[src/rtl/fmc_slave_port.sv]
// FPGA-side responder for the STM32 FMC bus in async-SRAM mode. Bus writes are
// queued into a first-word-fall-through FIFO; bus reads are forwarded to internal logic.
module fmc_slave_port #(
   parameter int NE_SEL     = 0,
   parameter int FIFO_DEPTH = 16,
   parameter int AW         = 24
) (
   input  logic          clk,
   input  logic          rst,
   input  logic [3:0]    fmc_ne,
   input  logic          fmc_nwe,
   input  logic          fmc_noe,
   input  logic [AW-1:0] fmc_addr,
   input  logic [15:0]   fmc_data_i,
   output logic [15:0]   fmc_data_o,
   output logic          fmc_data_oe,
   output logic          wr_valid,
   input  logic          wr_ready,
   output logic [AW-1:0] wr_addr,
   output logic [15:0]   wr_data,
   output logic          rd_req,
   output logic [AW-1:0] rd_addr,
   input  logic          rd_valid,
   input  logic [15:0]   rd_data,
   input  logic          clr_err,
   output logic          ovf,
   output logic          rd_late,
   output logic          proto_err,
   output logic [6:0]    fifo_level
);

   localparam int         PW     = $clog2(FIFO_DEPTH);
   localparam logic [6:0] DEPTH7 = 7'(FIFO_DEPTH);

   typedef enum logic [2:0] {
      IDLE     = 3'd0,
      WR_ACT   = 3'd1,
      RD_WAIT  = 3'd2,
      RD_DRIVE = 3'd3,
      ERR      = 3'd4
   } state_t;

   logic          r_ne_p0, r_ne_p1;
   logic          r_nwe_p0, r_nwe_p1;
   logic          r_noe_p0, r_noe_p1;
   logic [AW-1:0] r_addr_p0, r_addr_p1, r_addr_p2;
   logic [15:0]   r_din_p0, r_din_p1, r_din_p2;
   logic [1:0]    r_warm;
   logic          r_armed;

   state_t        r_state, w_next;
   logic          w_cs, w_nwe, w_noe;
   logic          w_push, w_hold_en, w_rd_start, w_dout_ld;
   logic          w_err_evt, w_late_evt, w_oe_next;

   logic [AW-1:0] r_hold_addr;
   logic [15:0]   r_hold_data;
   logic [15:0]   r_dout;
   logic          r_oe;
   logic          r_rd_req;
   logic [AW-1:0] r_rd_addr;
   logic          r_ovf, r_rd_late, r_proto_err;

   logic [AW+15:0] r_mem [FIFO_DEPTH];
   logic [PW-1:0]  r_wptr, r_rptr;
   logic [6:0]     r_count;
   logic           w_full, w_pop, w_wr_ok, w_ovf_evt;
   logic [AW+15:0] w_head;
   logic           w_unused_ne;

   // Stage p0/p1: two-flop synchronisers for the strobes, preset inactive.
   always_ff @(posedge clk) begin
      if (!rst) begin
         r_ne_p0  <= 1'b1;
         r_ne_p1  <= 1'b1;
         r_nwe_p0 <= 1'b1;
         r_nwe_p1 <= 1'b1;
         r_noe_p0 <= 1'b1;
         r_noe_p1 <= 1'b1;
      end else begin
         r_ne_p0  <= fmc_ne[NE_SEL];
         r_ne_p1  <= r_ne_p0;
         r_nwe_p0 <= fmc_nwe;
         r_nwe_p1 <= r_nwe_p0;
         r_noe_p0 <= fmc_noe;
         r_noe_p1 <= r_noe_p0;
      end
   end

   // Stage p0..p2: address/data capture, one stage deeper than the strobes.
   always_ff @(posedge clk) begin
      r_addr_p0 <= fmc_addr;
      r_addr_p1 <= r_addr_p0;
      r_addr_p2 <= r_addr_p1;
      r_din_p0  <= fmc_data_i;
      r_din_p1  <= r_din_p0;
      r_din_p2  <= r_din_p1;
   end

   assign w_unused_ne = ^fmc_ne;
   assign w_cs        = ~r_ne_p1;
   assign w_nwe       = r_nwe_p1;
   assign w_noe       = r_noe_p1;

   // The preset synchroniser outputs are meaningless for two cycles after reset;
   // only arm once real strobes have been seen idle, so a cycle already in flight is skipped.
   always_ff @(posedge clk) begin
      if (!rst) begin
         r_warm  <= 2'b00;
         r_armed <= 1'b0;
      end else begin
         r_warm <= {r_warm[0], 1'b1};
         if (r_warm[1] && w_nwe && w_noe)
            r_armed <= 1'b1;
      end
   end

   always_ff @(posedge clk) begin
      if (!rst)
         r_state <= IDLE;
      else
         r_state <= w_next;
   end

   always_comb begin
      w_next     = r_state;
      w_push     = 1'b0;
      w_hold_en  = 1'b0;
      w_rd_start = 1'b0;
      w_dout_ld  = 1'b0;
      w_err_evt  = 1'b0;
      w_late_evt = 1'b0;
      case (r_state)
         IDLE: begin
            if (r_armed && w_cs) begin
               if (!w_nwe && !w_noe) begin
                  w_next    = ERR;
                  w_err_evt = 1'b1;
               end else if (!w_nwe) begin
                  w_next    = WR_ACT;
                  w_hold_en = 1'b1;
               end else if (!w_noe) begin
                  w_next     = RD_WAIT;
                  w_rd_start = 1'b1;
               end
            end
         end
         WR_ACT: begin
            if (!w_noe) begin
               w_next    = ERR;
               w_err_evt = 1'b1;
            end else if (w_nwe) begin
               w_next = IDLE;
               w_push = 1'b1;
            end else begin
               w_hold_en = 1'b1;
            end
         end
         RD_WAIT: begin
            if (rd_valid) begin
               w_next    = RD_DRIVE;
               w_dout_ld = 1'b1;
            end else if (w_noe) begin
               w_next     = IDLE;
               w_late_evt = 1'b1;
            end
         end
         RD_DRIVE: begin
            if (w_noe || !w_cs)
               w_next = IDLE;
         end
         ERR: begin
            if (w_nwe && w_noe)
               w_next = IDLE;
         end
         default: w_next = IDLE;
      endcase
   end

   assign w_oe_next = (w_next == RD_WAIT) || (w_next == RD_DRIVE);

   // Hold registers track the bus while NWE is low so the commit uses the last stable word.
   always_ff @(posedge clk) begin
      if (w_hold_en) begin
         r_hold_addr <= r_addr_p2;
         r_hold_data <= r_din_p2;
      end
   end

   always_ff @(posedge clk) begin
      if (!rst) begin
         r_oe        <= 1'b0;
         r_dout      <= 16'd0;
         r_rd_req    <= 1'b0;
         r_rd_addr   <= '0;
         r_ovf       <= 1'b0;
         r_rd_late   <= 1'b0;
         r_proto_err <= 1'b0;
      end else begin
         r_oe     <= w_oe_next;
         r_rd_req <= w_rd_start;
         if (w_rd_start)
            r_rd_addr <= r_addr_p2;
         if (w_dout_ld)
            r_dout <= rd_data;
         r_ovf       <= w_ovf_evt  | (r_ovf       & ~clr_err);
         r_rd_late   <= w_late_evt | (r_rd_late   & ~clr_err);
         r_proto_err <= w_err_evt  | (r_proto_err & ~clr_err);
      end
   end

   // Write FIFO: a push into a full FIFO only succeeds if the head pops in the same cycle.
   assign w_full    = (r_count == DEPTH7);
   assign w_pop     = (r_count != 7'd0) && wr_ready;
   assign w_wr_ok   = w_push && (!w_full || w_pop);
   assign w_ovf_evt = w_push && w_full && !w_pop;

   always_ff @(posedge clk) begin
      if (w_wr_ok)
         r_mem[r_wptr] <= {r_hold_addr, r_hold_data};
   end

   always_ff @(posedge clk) begin
      if (!rst) begin
         r_wptr  <= '0;
         r_rptr  <= '0;
         r_count <= 7'd0;
      end else begin
         if (w_wr_ok)
            r_wptr <= r_wptr + 1'b1;
         if (w_pop)
            r_rptr <= r_rptr + 1'b1;
         case ({w_wr_ok, w_pop})
            2'b10:   r_count <= r_count + 7'd1;
            2'b01:   r_count <= r_count - 7'd1;
            default: r_count <= r_count;
         endcase
      end
   end

   assign w_head      = r_mem[r_rptr];
   assign wr_valid    = (r_count != 7'd0);
   assign wr_addr     = w_head[AW+15:16];
   assign wr_data     = w_head[15:0];
   assign fifo_level  = r_count;

   assign fmc_data_o  = r_dout;
   assign fmc_data_oe = r_oe;
   assign rd_req      = r_rd_req;
   assign rd_addr     = r_rd_addr;
   assign ovf         = r_ovf;
   assign rd_late     = r_rd_late;
   assign proto_err   = r_proto_err;

endmodule

[config.mk]
export PLATFORM = sky130hd
export DESIGN_NAME = fmc_slave_port
export DESIGN_NICKNAME = d
export VERILOG_FILES = /design/src/rtl/fmc_slave_port.sv
export SDC_FILE = /design/constraint.sdc
export NUM_CORES = 1
export LEC_CHECK = 0
export BUFFER_PORTS_ARGS = -buffer_cell sky130_fd_sc_hd__buf_2
export CAP_MARGIN = 20
export CORE_MARGIN = 3
export CORE_UTILIZATION = 43
export CTS_BUF_LIST = sky130_fd_sc_hd__clkbuf_4 sky130_fd_sc_hd__clkbuf_8
export DETAILED_ROUTE_END_ITERATION = 8
export PLACE_DENSITY_LB_ADDON = 0.12
export SLEW_MARGIN = 5
export SYNTH_ARGS = -nofsm -noshare
export SYNTH_HDL_FRONTEND = slang
export SYNTH_SLANG_ARGS = --single-unit
[constraint.sdc]
create_clock -name clk -period 10.3 [get_ports clk]
set_input_delay 1.545 -clock clk [delete_from_list [all_inputs] [get_ports clk]]
set_output_delay 1.545 -clock clk [all_outputs]
set_load 0.05 [all_outputs]
# --- Word level (Yosys, flattened, before mapping) ---
# Memory sizes are Yosys's and may differ from the RTL's. A register that Yosys moved wholly into a read port is not among the register bits.
# Cells that the tools add are included.
word_totals:
  out_inout_bits: 93
  elab_cells: 107
  memories: 1
  inputBits: 67
  ff_bits: 232
  ramBits: 640
mem_list:
  columns: ["memory", "depth", "width", "rd", "rd_ports_with_merged_regs", "wr", "line", "rtl"]
  rows:
  - ["r_mem", 16, 40, 1, 1, 1, "64", "logic [AW+15:0] r_mem [FIFO_DEPTH];"]
op_classes:
  n_reduce_logical: 19
  add_sub_neg: 4
  n_bitwise: 8
  eq_ne: 9
  n_mux: 38
op_table:
  columns: ["operator", "n"]
  rows:
  - ["two-way mux 3 bit", 10]
  - ["two-way mux 1 bit", 22]
  - ["case mux 3 bit (5 select lines)", 1]
  - ["case mux 7 bit (2 select lines)", 1]
  - ["equality test 3 x 2 -> 1 bit (second input constant)", 4]
  - ["logical AND 1 bit", 9]
  - ["adder 4 x 1 -> 4 bit (second input constant)", 2]
  - ["two-way mux 4 bit", 2]
  - ["adder 7 x 1 -> 7 bit (second input constant)", 1]
  - ["equality test 7 x 5 -> 1 bit (second input constant)", 1]
  - ["nonzero test 7 bit", 1]
  - ["subtractor 7 x 1 -> 7 bit (second input constant)", 1]
  - ["zero test 1 bit", 4]
  - ["case mux 1 bit (2 select lines)", 2]
  - ["bitwise AND 1 bit", 3]
  - ["equality test 3 x 1 -> 1 bit (second input constant)", 1]
  - ["equality test 3 bit (second input constant)", 1]
  - ["zero test 3 bit", 1]
  - ["logical OR 1 bit", 3]
  - ["bitwise OR 1 bit", 3]
  - ["equality test 2 x 1 -> 1 bit (second input constant)", 1]
  - ["equality test 2 bit (second input constant)", 1]
  - ["inverter 1 bit", 2]
  - ["nonzero test 2 bit", 1]

# --- Longest topological paths before layout ---
logic_depth:
  ltp_word: 7
  ltp_mapped: 12
  depth_no_buf: 11

# --- Least setup slack after synthesis ---
# No wires, ideal clock.
synth_timing:
  path_type: "input to register"
  from: "in wr_ready"
  to: "mem r_mem[0][0] in the netlist's numbering (enable)"
  stages: 5
  setup_time_ps: 487
  n_path_buf: 1
  setup_slack_ps: 5001
  arrival_time_ps: 4812
  path_cell_list: "nand4b_1 -> and2_0 -> buf_2 -> nand2_1 -> nor3_1"
synth_via:
  elab_chain_cells: 5
synth_rtl:
  columns: ["element", "line", "rtl"]
  rows:
  - ["start, declared", "18", "input logic wr_ready,"]
  - ["logical AND 1 bit", "214", "assign w_pop = (r_count != 7'd0) && wr_ready;"]
  - ["logical OR 1 bit", "215", "assign w_wr_ok = w_push && (!w_full || w_pop);"]
  - ["logical AND 1 bit", "215", null]
  - ["two-way mux 1 bit", "219", "if (w_wr_ok)"]
  - ["two-way mux 1 bit (not written as such)", "220", "r_mem[r_wptr] <= {r_hold_addr, r_hold_data};"]
  - ["end, declared", "64", null]
# Every way passes these cells.

==> impl_metrics.yaml <==
global_route:
  use_met2: 0.292
  grt_usage: 0.182
  grt_max_degree: 90
  grt_pass1_wl_um: 99000
  grt_pass1_vias: 15348
  grt_overflow: 0
  antenna_found_initial: 2
  use_met3: 0.0473
  grtUsageMet1: 0.246
  top_usage_layer: "met2"
drt:
  wl_per_cell_um: 24.0
  wl_um: 66100
  vias_per_cell: 5.21
  drc: 0
  dr.pass1.iters: 5
  vias: 14345
  drt_iter0_drc: 1025
  ant_nets: 0
placed_design:
  port_buffers: 156
  post-dp-hpwl_um: 33600
  place_congestion: 0.747
finish:
  drive_gt1_frac: 0.358
  mostFrequentLayoutCells: "edfxtp_1, dfxtp_1, mux4_2"
  final_common_cell: "edfxtp_1"
  layout.nets: 1757
  area_growth_pct: 16.4
logic_synthesis:
  netlist_instances: 1420
  ys_seq_area_frac: 0.788
  ys.warnings.count: 0
  avgSynthCellArea_um2: 21.7
  synthArstFlopShare: 0
  synth_fp_nets: 1493
  ys_types: 49
  synth_edf_count: 680
  synth_ff_type: "edfxtp_1"
  syn_area_mm2: 0.0309
  yosys_register_bits: 876
die:
  die_x_um: 274
  ios: 160
  die_y_um: 274
  start_util: 0.437
  placementRows: 97
  coreArea_mm2: 0.0706
  die-area_mm2: 0.0751
outcome:
  status: "complete, no violations"
clocking:
  post_cts_buffers: 0
  cts_tree: "yes"
  htreeDepth: 4
  worst_skew_pair.late_latency_ns: 0.76
  cts.sinks: 876
  cts.repair.resized: 0
  clockRootBuffer: "clkbuf_8"
  cts_buffers: 145
  clk_path_buf_depth: 3
  cts.reportedPaths.clkPinSlew_ns: 0.06
  postCtsHoldBufs: 0
timing:
  fin_crit_sh: 0.519
  finalMaxSlewViolations: 0
  worst_slew_pin_slew_ns: 1.00
  final.setup_skew_ns: 0.0301
  clock.fmax_mhz: 187
  fin_crit_ns: 5.34
  fin_tns_setup_ns: 0
  finalHoldViolations: 0
  slew_headroom: 0.330
  fin_hold_ws_ns: 0.315
  rsz0062_at_grt: "false"
  setup_viol: 0
min_path:
  min_path_type: "register to register"
critical_path:
  path_max_fanout: 89
  max_stage_delay_ns: 0.87
  critical_path_class: "register to output port"
  rr_worst_depth: 6
  cp_slowest_cell: "dfxtp_4"
  crit_chain: "buf_12 -> mux4_1 -> mux4_2 -> buf_2"
  required_ns: 8.76
  cp-end-kind: "output port"
  cp_num_buf_inv: 2
  cp-start-kind: "register"
  reg2reg_slack_ns: 6.53
  cp.depth: 4
  worst_path_dominant_cell_family: "multiplexers"
  r2r_end: "r_mem[6][12]"
  cp_data_arrival_time_ns: 3.80
  worstSetupEndpoint: "wr_addr[8]"
  rr_startpoint: "r_state[0]"
power:
  ir_drop_mv: 0.174
  p_leak_nw: 11.9
  power_density_mw_per_mm2: 222
flow_run:
  max-cap-violations: 0
[cell type report]
class | count | area (um^2)
multi-input combinational | 470 | 6250
clock buffer | 228 | 2790
inverter | 6 | 22.5
antenna | 4 | 10.0
tap | 940 | 1180
fill | 5712 | 34700
sequential | 876 | 24400
clock inverter | 43 | 307
timing repair buffer | 185 | 1010
[worst min path at each step]
stage                          endpoint  slack (ns)           from  cells past startpoint
after floorplan            r_addr_p1[0]        0.31   r_addr_p0[0]                      0
after global placement     r_din_p1[10]        0.31   r_din_p0[10]                      0
after CTS                 r_addr_p2[11]        0.31  r_addr_p1[11]                      0
after detailed placement   r_addr_p1[0]        0.31   r_addr_p0[0]                      0
after global routing      r_addr_p2[11]        0.32  r_addr_p1[11]                      0
final                     r_addr_p2[11]        0.32  r_addr_p1[11]                      0
[logic make-up (layout without fill, tap and decap cells)]
| logic type | count (synthesis) | count (layout) | share of synthesized area |
|---|---|---|---|
| buffers and inverters | 74 | 462 | 0.0129 |
| and+or+nand+nor | 182 | 182 | 0.0278 |
| other | 0 | 4 | 0 |
| xor gates and xnor gates | 10 | 10 | 0.00284 |
| muxes | 204 | 204 | 0.149 |
| adders and majority gates | 6 | 6 | 0.00243 |
| DFF | 876 | 876 | 0.788 |
| AOI/OAI and AO/OA | 68 | 68 | 0.0162 |
[flip-flops by register name, summed over array words and instances (netlist names), 2 cells and up, named ones only]
name         count
fifo_level       7
r_din_p0        16
r_hold_addr     24
r_addr_p0       24
r_addr_p2       24
fmc_data_o      16
r_mem          640
rd_addr         24
r_hold_data     16
r_wptr           4
r_addr_p1       24
r_rptr           4
r_state          3
r_warm           2
r_din_p1        16
r_din_p2        16
[worst register-to-register path: cells and delay by family (launching register included)]
family	cells	cell delay (ns)
and+or+nand+nor	4	2.13
DFF	1	0.54
buffers and inverters	2	0.71
[power breakdown]
group	leakage (nW)	internal (mW)	switching [mW]
clock	1.66	1.80	1.34
sequential	7.74	3.80	0.0778
combinational	2.46	0.428	0.507
[layer usage]
layer / wire [um] / share of wire
met1: 29000 / 0.44
met2: 31900 / 0.48
met3: 3840 / 0.058
met4: 1270 / 0.019
met5: 9 / 0.00014
[stage by stage]
step	std cells	setup slack, ns	instance area, um^2	utilization	power [mW]
3_3_place_gp	2477	5.61	32800	0.465	4.91
2_1_floorplan	1420	5.00	30900	-	4.72
4_1_cts	2748	4.76	35900	0.508	8.08
3_5_place_dp	2477	5.61	32800	0.465	4.91
6_report	2752	4.96	35900	0.509	7.96
5_1_grt	2749	4.62	35900	0.509	8.30
[Yosys cell counts, drive strengths merged, types with 2 or more instances]
library cell | instances | share of area
mux4 | 200 | 0.15
o41ai | 2 | 0.00081
buf | 33 | 0.0079
or3 | 3 | 0.00061
nand4 | 3 | 0.00061
o22ai | 3 | 0.00061
nand2 | 94 | 0.011
inv | 6 | 0.00073
and2 | 17 | 0.0034
nor4 | 2 | 0.00041
a21boi | 44 | 0.011
clkbuf | 35 | 0.0043
nand2b | 12 | 0.0024
nor3b | 2 | 0.00049
o21ai | 3 | 0.00049
nand4b | 2 | 0.00057
nand3 | 7 | 0.0011
a21oi | 9 | 0.0015
nor2b | 8 | 0.0016
mux2i | 4 | 0.0013
xor2 | 3 | 0.00085
nor3 | 7 | 0.0011
dfxtp | 196 | 0.13
ha | 6 | 0.0024
nor2 | 20 | 0.0024
xnor2 | 7 | 0.0020
edfxtp | 680 | 0.66
Note: power is estimated with default switching activity, not from simulation.
